[src/rtl/hex_disp_ctrl.sv]
// hex_disp_ctrl: chooses the word shown on the 8-digit seven-segment scanner.
// The background is the live RTC word (with edit-mode blinking of selected
// digits); a message posted over req/ack temporarily replaces it for
// HOLD_CYC cycles.
//
// Message handshake: a request is accepted on any clock edge where
// msg_req = 1 and msg_ack = 0. msg_data is captured on that edge and msg_ack
// is high for exactly the following cycle, so a requester that keeps msg_req
// high is accepted every second cycle. A new accept while a message is
// showing replaces it and restarts the hold time.
//
// BLINK_HALF and HOLD_CYC must both be >= 2, and CNT_W must be wide enough
// to hold BLINK_HALF-1 and HOLD_CYC-1.
module hex_disp_ctrl #(
    parameter int BLINK_HALF = 12_500_000,
    parameter int HOLD_CYC   = 100_000_000,
    parameter int CNT_W      = 27
) (
    input  logic        clk,
    input  logic        rstn,
    input  logic [31:0] rtc_data,
    input  logic        edit_en,
    input  logic [7:0]  edit_mask,
    input  logic        msg_req,
    input  logic [31:0] msg_data,
    output logic        msg_ack,
    output logic        msg_busy,
    input  logic        disp_on,
    output logic [31:0] disp_data,
    output logic        disp_en,
    output logic        src
);

    typedef enum logic {
        S_RTC = 1'b0,
        S_MSG = 1'b1
    } state_t;

    localparam logic [CNT_W-1:0] HOLD_LOAD  = CNT_W'(HOLD_CYC - 1);
    localparam logic [CNT_W-1:0] BLINK_LAST = CNT_W'(BLINK_HALF - 1);
    localparam logic [CNT_W-1:0] CNT_ONE    = CNT_W'(1);

    state_t             state_q,     state_d;
    logic [CNT_W-1:0]   hold_cnt_q,  hold_cnt_d;
    logic [31:0]        msg_word_q,  msg_word_d;
    logic [CNT_W-1:0]   blink_cnt_q, blink_cnt_d;
    logic               blink_ph_q,  blink_ph_d;
    logic [31:0]        disp_data_q, disp_data_d;
    logic               disp_en_q,   disp_en_d;
    logic               msg_ack_q,   msg_ack_d;
    logic               msg_busy_q,  msg_busy_d;

    logic               accept;
    logic [31:0]        rtc_shown;

    // Message FSM: accept has priority over hold expiry, so a request landing
    // on the last hold cycle keeps the display on a message without an RTC gap.
    always_comb begin
        state_d    = state_q;
        hold_cnt_d = hold_cnt_q;
        msg_word_d = msg_word_q;
        accept     = msg_req & ~msg_ack_q;
        if (accept) begin
            state_d    = S_MSG;
            hold_cnt_d = HOLD_LOAD;
            msg_word_d = msg_data;
        end else if (state_q == S_MSG) begin
            if (hold_cnt_q == '0) begin
                state_d = S_RTC;
            end else begin
                hold_cnt_d = hold_cnt_q - CNT_ONE;
            end
        end
    end

    // Blink timebase: held at phase 0 outside edit mode so every edit session
    // starts with the digits visible; runs regardless of FSM state.
    always_comb begin
        blink_cnt_d = blink_cnt_q;
        blink_ph_d  = blink_ph_q;
        if (!edit_en) begin
            blink_cnt_d = '0;
            blink_ph_d  = 1'b0;
        end else if (blink_cnt_q == BLINK_LAST) begin
            blink_cnt_d = '0;
            blink_ph_d  = ~blink_ph_q;
        end else begin
            blink_cnt_d = blink_cnt_q + CNT_ONE;
        end
    end

    // RTC word with blinking digits replaced by 4'hF (rendered as '-').
    always_comb begin
        rtc_shown = rtc_data;
        for (int i = 0; i < 8; i++) begin
            if (edit_en && edit_mask[i] && blink_ph_q) begin
                rtc_shown[4*i +: 4] = 4'hF;
            end
        end
    end

    // Output word and flags follow the next state, so the cycle after an
    // accept already shows the message together with the ack pulse.
    always_comb begin
        disp_data_d = (state_d == S_MSG) ? msg_word_d : rtc_shown;
        disp_en_d   = disp_on;
        msg_ack_d   = accept;
        msg_busy_d  = (state_d == S_MSG);
    end

    // All state and registered outputs; reset drops any pending message.
    always_ff @(posedge clk or negedge rstn) begin
        if (!rstn) begin
            state_q     <= S_RTC;
            hold_cnt_q  <= '0;
            msg_word_q  <= '0;
            blink_cnt_q <= '0;
            blink_ph_q  <= 1'b0;
            disp_data_q <= '0;
            disp_en_q   <= 1'b0;
            msg_ack_q   <= 1'b0;
            msg_busy_q  <= 1'b0;
        end else begin
            state_q     <= state_d;
            hold_cnt_q  <= hold_cnt_d;
            msg_word_q  <= msg_word_d;
            blink_cnt_q <= blink_cnt_d;
            blink_ph_q  <= blink_ph_d;
            disp_data_q <= disp_data_d;
            disp_en_q   <= disp_en_d;
            msg_ack_q   <= msg_ack_d;
            msg_busy_q  <= msg_busy_d;
        end
    end

    assign disp_data = disp_data_q;
    assign disp_en   = disp_en_q;
    assign msg_ack   = msg_ack_q;
    assign msg_busy  = msg_busy_q;
    assign src       = msg_busy_q;

endmodule

[config.mk]
export PLATFORM = sky130hd
export DESIGN_NAME = hex_disp_ctrl
export DESIGN_NICKNAME = d
export VERILOG_FILES = /design/src/rtl/hex_disp_ctrl.sv
export SDC_FILE = /design/constraint.sdc
export NUM_CORES = 1
export LEC_CHECK = 0
export ABC_AREA = 1
export CORE_UTILIZATION = 57
export CTS_BUF_LIST = sky130_fd_sc_hd__clkbuf_16
export DETAILED_ROUTE_END_ITERATION = 7
export PLACE_DENSITY_LB_ADDON = 0.2
export SLEW_MARGIN = 20
export SYNTH_ARGS = -nofsm -noshare
export SYNTH_HDL_FRONTEND = slang
export SYNTH_SLANG_ARGS = --single-unit
[constraint.sdc]
create_clock -name clk -period 4.7 [get_ports clk]
set_input_delay 0.94 -clock clk [delete_from_list [all_inputs] [get_ports clk]]
set_output_delay 0.94 -clock clk [all_outputs]
set_load 0.005 [all_outputs]
# == Yosys cells after proc, flatten, opt, wreduce, memory -nomap -nowiden ==
# Cells that the tools add are included.
# word_totals
input_bits,77
n_memories,0
out_inout_bits,36
register_bits,122
word_cells,55
latchBits,0
ram_bits,0
romBits,0
# op_classes
n_reduce_logical,19
n_addsub,2
n_mul,0
n_div,0
shift,0
n_eq_ne,3
bitwise_logic,3
n_lt_le_gt_ge,0
n_mux,20
# ops
op,count
two-way mux 27 bit,5
two-way mux 32 bit,2
two-way mux 4 bit,8
adder 27 x 1 -> 27 bit (second input constant),1
== test 27 x 24 -> 1 bit (second input constant),1
logical NOT 27 bit,1
subtractor 27 x 1 -> 27 bit (second input constant),1
logical AND 1 bit,16
two-way mux 1 bit,5
inequality test 2 x 1 -> 1 bit (second input constant),1
inequality test 2 bit (second input constant),1
NOT 1 bit,2
AND reduction 2 bit,1
nonzero test 2 bit,1
bitwise AND 1 bit,1

# == Longest topological paths before layout ==
# Gate-level depths: netlist of the first run.
# depth
ltp_word,5
mapped_depth,13
mapped_depth_nobuf,11

# == Worst setup path before layout of the first run ==
# OpenSTA, ideal clock, no wires.
# synth_timing
kind,input to register
startpoint,in msg_req
endpoint,"reg disp_data_q[16], in the netlist disp_data[16]"
setup_slack_ns,2.686
n_path_buf,2
required_time_ns,4.577
cell_stages,9
arrival_time_ns,1.891
setup_time_ns,0.123
path_cell_list,inv_1 -> nor2_2 -> inv_1 -> buf_2 -> buf_1 -> nand2_1 -> nand2_1 -> nand2_1 -> nand2_1
# synth_via
elab_chain_len,3
elab_cells_between_ends,4
cone_classes,mux: 3; bitwise: 1
# synth_lines
item,line,text
start: declaration,24,"input logic msg_req,"
bitwise AND 1 bit,62,accept = msg_req & ~msg_ack_q;
two-way mux 32 bit,63,if (accept) begin
named net msg_word_d[16],45,"logic [31:0] msg_word_q, msg_word_d;"
two-way mux 32 bit,105,disp_data_d = (state_d == S_MSG) ? msg_word_d : rtc_shown;
named net disp_data_d[16],48,"logic [31:0] disp_data_q, disp_data_d;"
end signal: assignment,129,disp_data_q <= disp_data_d;
end: declaration,48,
# The timed path passes the listed nets, and every way through them passes these cells.
# A chain may end at the register's enable or synchronous reset.

# == Worst setup path in the final report of the first run ==
# layout_timing
startpoint,in msg_req
endpoint,"reg disp_data_q[7], in the netlist disp_data[7]"
# layout_via
elab_chain_len,3
elab_cells_between_ends,4
cone_classes,mux: 3; bitwise: 1
# layout_lines
item,line
bitwise AND 1 bit *,62
two-way mux 32 bit / two-way mux 1 bit (equally long branches),63
two-way mux 32 bit *,105
named net disp_data_d[7],48
# Mark *: on every way through the listed nets, which the timed path passes. The rest lies on a longest branch.

==> qor.csv, run 1 <==
metric,value,unit
Initial Util,0.592,
"wirelength, routed",15.4,mm
All-Layer GR Usage,0.295,
hold path start,blink_cnt_q[0],
iteration-0 DRC count of the detailed router,341,
async set or reset register ratio after synthesis,1.00,
largest net degree at the start of global routing,65,
CTS max path bufs,2,
antenna cells,0,
Clock Power Share,0.454,
number of antenna violations at the first check in global routing,0,
minimum clock period,2.76,ns
Crit path required time,5.06,ns
# DRC,0,
register area share after synthesis,0.497,
RSZ-0062 raised after global routing,no,
Root Driver,clkbuf_16,
via/cell ratio,5.38,
CP Capture Type,flip-flop,
Int Power,2.06,mW
FILL cells,749,
drt pass-1 iters,5,
Synth Register Bits,122,
Final period util,0.587,
Cells after DPL,1057,
Max Clock Skew,0.0135,ns
synthesized cell area,6140,sq um
Ports,113,
Power per Cell Area,345,nW/um^2
FP Rows,37,
CTS resizes,0,
"Power, Total",2.72,mW
prevailing post-synth register cell,dfrtp_1,
Die Footprint,11200,sq um
port buffer count,112,
Clock Pin Slew Worst Setup and Hold Paths,0.06,ns
CTS tree,built,
RD Place Congestion,0.929,
Critical Path AT,3.12,ns
count of final setup violators,0,
footprint of the multi-input gates,2650,sq um
core area,10400,sq um
Cell variety after synth,28,
most numerous cell in the Yosys netlist,nand2_1,
Area contributors post-synth,"dfrtp_1 50%, nand2_1 20%, nor2_1 6.2%, nand3_1 4.6%, inv_1 4.2%",
Die Width,106,um
Hold Fails Final Rpt,0,
first-pass GRT wire length,25.6,mm
Final HPWL DP,10.6,mm
Avg Synthesized Cell Area,7.43,sq um
routed vias,5861,
fin. max-slew vios,0,
VDD IR-drop max,0.254,mV
Worst-Skew Late Latency,0.42,ns
clock sink total,122,
antenna violation net count after detailed routing,0,
crit path launch type,input pin,
DR WL/cell,14.2,um
global route total overflow,0,
list of most frequent post-synthesis cells,"329 x nand2_1, 122 x dfrtp_1, 102 x nor2_1, 69 x inv_1, 56 x nand3_1",
crit path kind,input pin to flip-flop,
Post-CTS Hold Buffers,0,
P&R area growth vs syn,28.1,%
sequential cell fraction of total power,0.431,
vias in the first global route,5533,
syn_nets,905,
maxcap violations,0,
nets,1019,
post-synth top area cell,dfrtp_1,
status,finished clean,
critical-path maximum fanout,64,
number of buffers created by CTS,17,
die height,106,um
share of the synthesized area in the top cell type,0.497,
worst slew pin tran,0.842,ns
yosys synthesis warning count,0,
Gate Count Post-Synth,826,
Logic pwr share,0.115,
Slew HR,0.437,
Register Area,3050,sq um
Critical R2R Launch,hold_cnt_q[0],
Peak Freq,0.363,GHz
crit path from,msg_req,
Leakage,3.86,nW
Finished Layout Cells,1089,
"Setup Fix Bufs, Post-CTS",0,
Fin Setup TNS,0,ns
Hold Path Class,flip-flop to flip-flop,
share of cells above drive strength 1,0.0630,
Sw Ratio,0.240,
Post-synth EDFFs,0,
H-tree depth,4,
Net Sw Power,0.651,mW
-- power by group through the flow --
stage / registers [mW] / logic [mW] / clock network, mW
after floorplan: 1.18 / 0.113 / 0
final: 1.17 / 0.312 / 1.23
after global placement: 1.18 / 0.302 / 0
after CTS: 1.17 / 0.314 / 1.25
after detailed placement: 1.18 / 0.310 / 0
after global routing: 1.18 / 0.344 / 1.30
-- through the flow --
| step | setup slack (ns) | util | area, sq um | hold WS (ns) |
|---|---|---|---|---|
| after CTS | 1.96 | 0.758 | 7860 | 0.461 |
| after detailed placement | 1.53 | 0.704 | 7300 | 0.454 |
| after global routing | 1.71 | 0.758 | 7860 | 0.481 |
| final | 1.94 | 0.758 | 7860 | 0.459 |
| after global placement | 1.64 | 0.704 | 7300 | 0.445 |
| after floorplan | 2.69 | - | 6140 | 0.433 |
-- kinds of logic (layout without fill, tap and decap cells) --
family                     after synthesis  count (layout)  share of synthesized area
DFF                                    122             122                      0.497
AOI/OAI and AO/OA                       49              49                     0.0414
xor gates and xnor gates                 8               8                     0.0114
buffers and inverters                   94             221                     0.0707
and+or+nand+nor                        551             551                      0.375
adders and majority gates                2               2                    0.00408
-- registers in the layout, indices dropped and copies added, names as in the netlist --
register,cells
msg_ack,1
msg_word_q,32
blink_ph_q,1
blink_cnt_q,27
disp_en,1
disp_data,32
hold_cnt_q,27
msg_busy,1
-- critical path: stages --
cell and delay (ns):
clkdlybuf4s50_1 0.40, inv_1 0.06, nor2_2 0.04, inv_1 0.07
buf_4 0.51, nand2_1 0.20, nand2_4 0.53, o21ai_0 0.23
nand2_1 0.10
-- cell usage in the layout (no fill, tap or decap), drive strengths merged, types with 4 or more instances in the layout --
master / count
o21ai: 43
dfrtp: 122
clkbuf: 17
or2: 5
a21oi: 4
nand2: 337
xor2: 6
nand4: 19
nand3: 56
clkinvlp: 4
nor2: 112
clkinv: 7
nor3: 17
inv: 74
clkdlybuf4s50: 111
buf: 6
-- per-layer routing --
metal,wire length [um],global-route usage,share of wire
met5,0,0,0
met4,430,0.138,0.028
met3,1360,0.0897,0.088
met2,7310,0.458,0.47
met1,6340,0.377,0.41
-- area by class of cell --
class,count,share of cell area
sequential,122,0.388
multi-input combinational,610,0.337
timing repair buffer,117,0.147
clock buffer,17,0.0541
inverter,72,0.0344
tap,136,0.0216
clock inverter,15,0.0173
-- final timing paths --
path / end / slack (ns) / depth (start not counted)
max: disp_data[7] / 1.94 / 9
min: blink_cnt_q[0] / 0.46 / 1
max reg2reg: disp_data[3] / 2.01 / 12
min reg2reg: blink_cnt_q[0] / 0.46 / 1
max in group asynchronous: blink_cnt_q[18] / 3.21 / 2
min in group asynchronous: hold_cnt_q[18] / 0.59 / 1
Note: power is estimated with default switching activity, not from simulation.
==> inputs of run 2 (changes only) <==
Settings changed: CORE_UTILIZATION 57 to 53.
Clock period 4.7 ns to 2.8 ns, I/O delays scaled along.
==> run 2 against run 1 <==
- first-iteration DRC count up 1.2%
- global-route usage fell by 2.5 points
- highest routed layer unchanged
- via count shrank 4.6%
- critical path depth up 1
==> qor.csv, run 2 (same netlist as run 1, synthesis figures left out) <==
metric,value,unit,change
status,finished clean,,unchanged
Slew HR,0.557,,was 0.437
"Power, Total",4.55,mW,was 2.72 mW
die height,110,um,was 106 um
clock sink total,122,,unchanged
Final HPWL DP,10.3,mm,was 10.6 mm
first-pass GRT wire length,24.6,mm,was 25.6 mm
H-tree depth,4,,unchanged
largest net degree at the start of global routing,65,,unchanged
nets,1022,,was 1019
Critical R2R Launch,hold_cnt_q[0],,unchanged
critical-path maximum fanout,64,,unchanged
Ports,113,,unchanged
"Setup Fix Bufs, Post-CTS",0,,unchanged
Leakage,3.89,nW,was 3.86 nW
Die Footprint,12000,sq um,was 11200 sq um
Clock Pin Slew Worst Setup and Hold Paths,0.05,ns,was 0.06 ns
post-route setup slack,0.618,ns,was 1.94 ns
vias in the first global route,5223,,was 5533
worst slew pin tran,0.665,ns,was 0.842 ns
routed vias,5592,,was 5861
maxcap violations,0,,unchanged
most frequent cells in the layout,"329 x nand2_1, 122 x dfrtp_1, 111 x clkdlybuf4s50_1, 102 x nor2_1, 70 x inv_1",,"was 329 x nand2_1, 122 x dfrtp_1, 111 x clkdlybuf4s50_1, 102 x nor2_1, 71 x inv_1"
post-route cell area,7920,sq um,was 7860 sq um
Post-CTS Hold Buffers,0,,unchanged
global route total overflow,0,,unchanged
Register Area,3050,sq um,unchanged
DR WL/cell,13.4,um,was 14.2 um
Fin Setup TNS,0,ns,unchanged
P&R area growth vs syn,28.9,%,was 28.1%
number of buffers created by CTS,17,,unchanged
RD Place Congestion,0.879,,was 0.929
FP Rows,38,,was 37
port buffer count,112,,unchanged
footprint of the multi-input gates,2650,sq um,unchanged
Place WS,0.635,ns,was 1.53 ns
Hold Path Class,input pin to async pin,,was flip-flop to flip-flop
Final period util,0.779,,
Power per Cell Area,575,nW/um^2,was 345 nW/um^2
CP Capture Type,flip-flop,,unchanged
FILL cells,878,,was 749
crit path kind,flip-flop to flip-flop,,was input pin to flip-flop
# DRC,0,,unchanged
crit path launch type,flip-flop,,was input pin
CTS max path bufs,2,,unchanged
antenna violation net count after detailed routing,0,,unchanged
Max Clock Skew,0.00612,ns,was 0.0135 ns
number of antenna violations at the first check in global routing,0,,unchanged
share of cells above drive strength 1,0.0669,,was 0.0630
count of final setup violators,0,,unchanged
antenna cells,0,,unchanged
CTS tree,built,,unchanged
VDD IR-drop max,0.761,mV,was 0.254 mV
minimum clock period,2.18,ns,
All-Layer GR Usage,0.269,,was 0.295
most common library cell in the layout ignoring fill and taps,nand2_1,,unchanged
RSZ-0062 raised after global routing,no,,unchanged
Die Width,110,um,was 106 um
Post-Place Cell Area,7350,sq um,was 7300 sq um
CTS resizes,0,,unchanged
drt pass-1 iters,7,,was 5
Root Driver,clkbuf_16,,unchanged
Peak Freq,0.458,GHz,
"wirelength, routed",14.7,mm,was 15.4 mm
Critical Path AT,2.53,ns,was 3.12 ns
iteration-0 DRC count of the detailed router,345,,was 341
Hold Fails Final Rpt,0,,unchanged
via/cell ratio,5.10,,was 5.38
core area,11100,sq um,was 10400 sq um
Worst-Skew Late Latency,0.42,ns,about the same
Crit path required time,3.15,ns,was 5.06 ns
crit path from,hold_cnt_q[0],,was msg_req
Initial Util,0.554,,was 0.592
fin. max-slew vios,0,,unchanged
==> run 2: cell type report <==
type,instances,share of cell area
Tap cell,140,0.0221
Multi-Input combinational cell,610,0.335
Sequential cell,122,0.386
Timing Repair Buffer,120,0.152
Clock inverter,15,0.0171
Clock buffer,17,0.0537
Inverter,72,0.0341
==> run 2: where the power goes <==
group / internal [mW] / switching (mW) / leakage (nW)
Combinational: 0.281 / 0.240 / 2.12
Clock: 1.29 / 0.789 / 0.278
Sequential: 1.90 / 0.0532 / 1.49
==> run 2: through the flow <==
stage	utilization	hold WS [ns]	cells
floorplan	-	0.264	826
global placement	0.664	0.451	1064
detailed placement	0.664	0.456	1064
CTS	0.714	0.203	1096
global route	0.714	0.239	1096
finish	0.714	0.183	1096
==> run 2: path summary, 6_finish.rpt <==
path / endpoint / slack (ns) / depth (start not counted)
hold / removal: hold_cnt_q[19] / 0.18 / 1
setup / recovery: disp_data[7] / 0.62 / 10
hold reg to reg: msg_word_q[2] / 0.47 / 2
max in group asynchronous: msg_word_q[1] / 1.98 / 2
min in group clk: msg_word_q[2] / 0.47 / 2
setup reg to reg: disp_data[7] / 0.62 / 10
==> run 2: layer usage <==
layer / GRT usage / wire length (um) / vias up
met3: 0.0972 / 1210 / 18
met1: 0.352 / 6610 / 2569
li1: - / - / 2833
met4: 0.0838 / 202 / 0
met5: 0 / 0 / -
met2: 0.419 / 6700 / 172
==> run 2: critical path, cell delays in order (launching register included) <==
cell,delay (ns)
dfrtp_1,0.37
inv_1,0.11
ha_1,0.23
nand2_2,0.11
nor2_4,0.19
nand2_2,0.09
nor2_2,0.10
nand2_1,0.09
nand2_4,0.46
o21ai_0,0.25
nand2_1,0.10
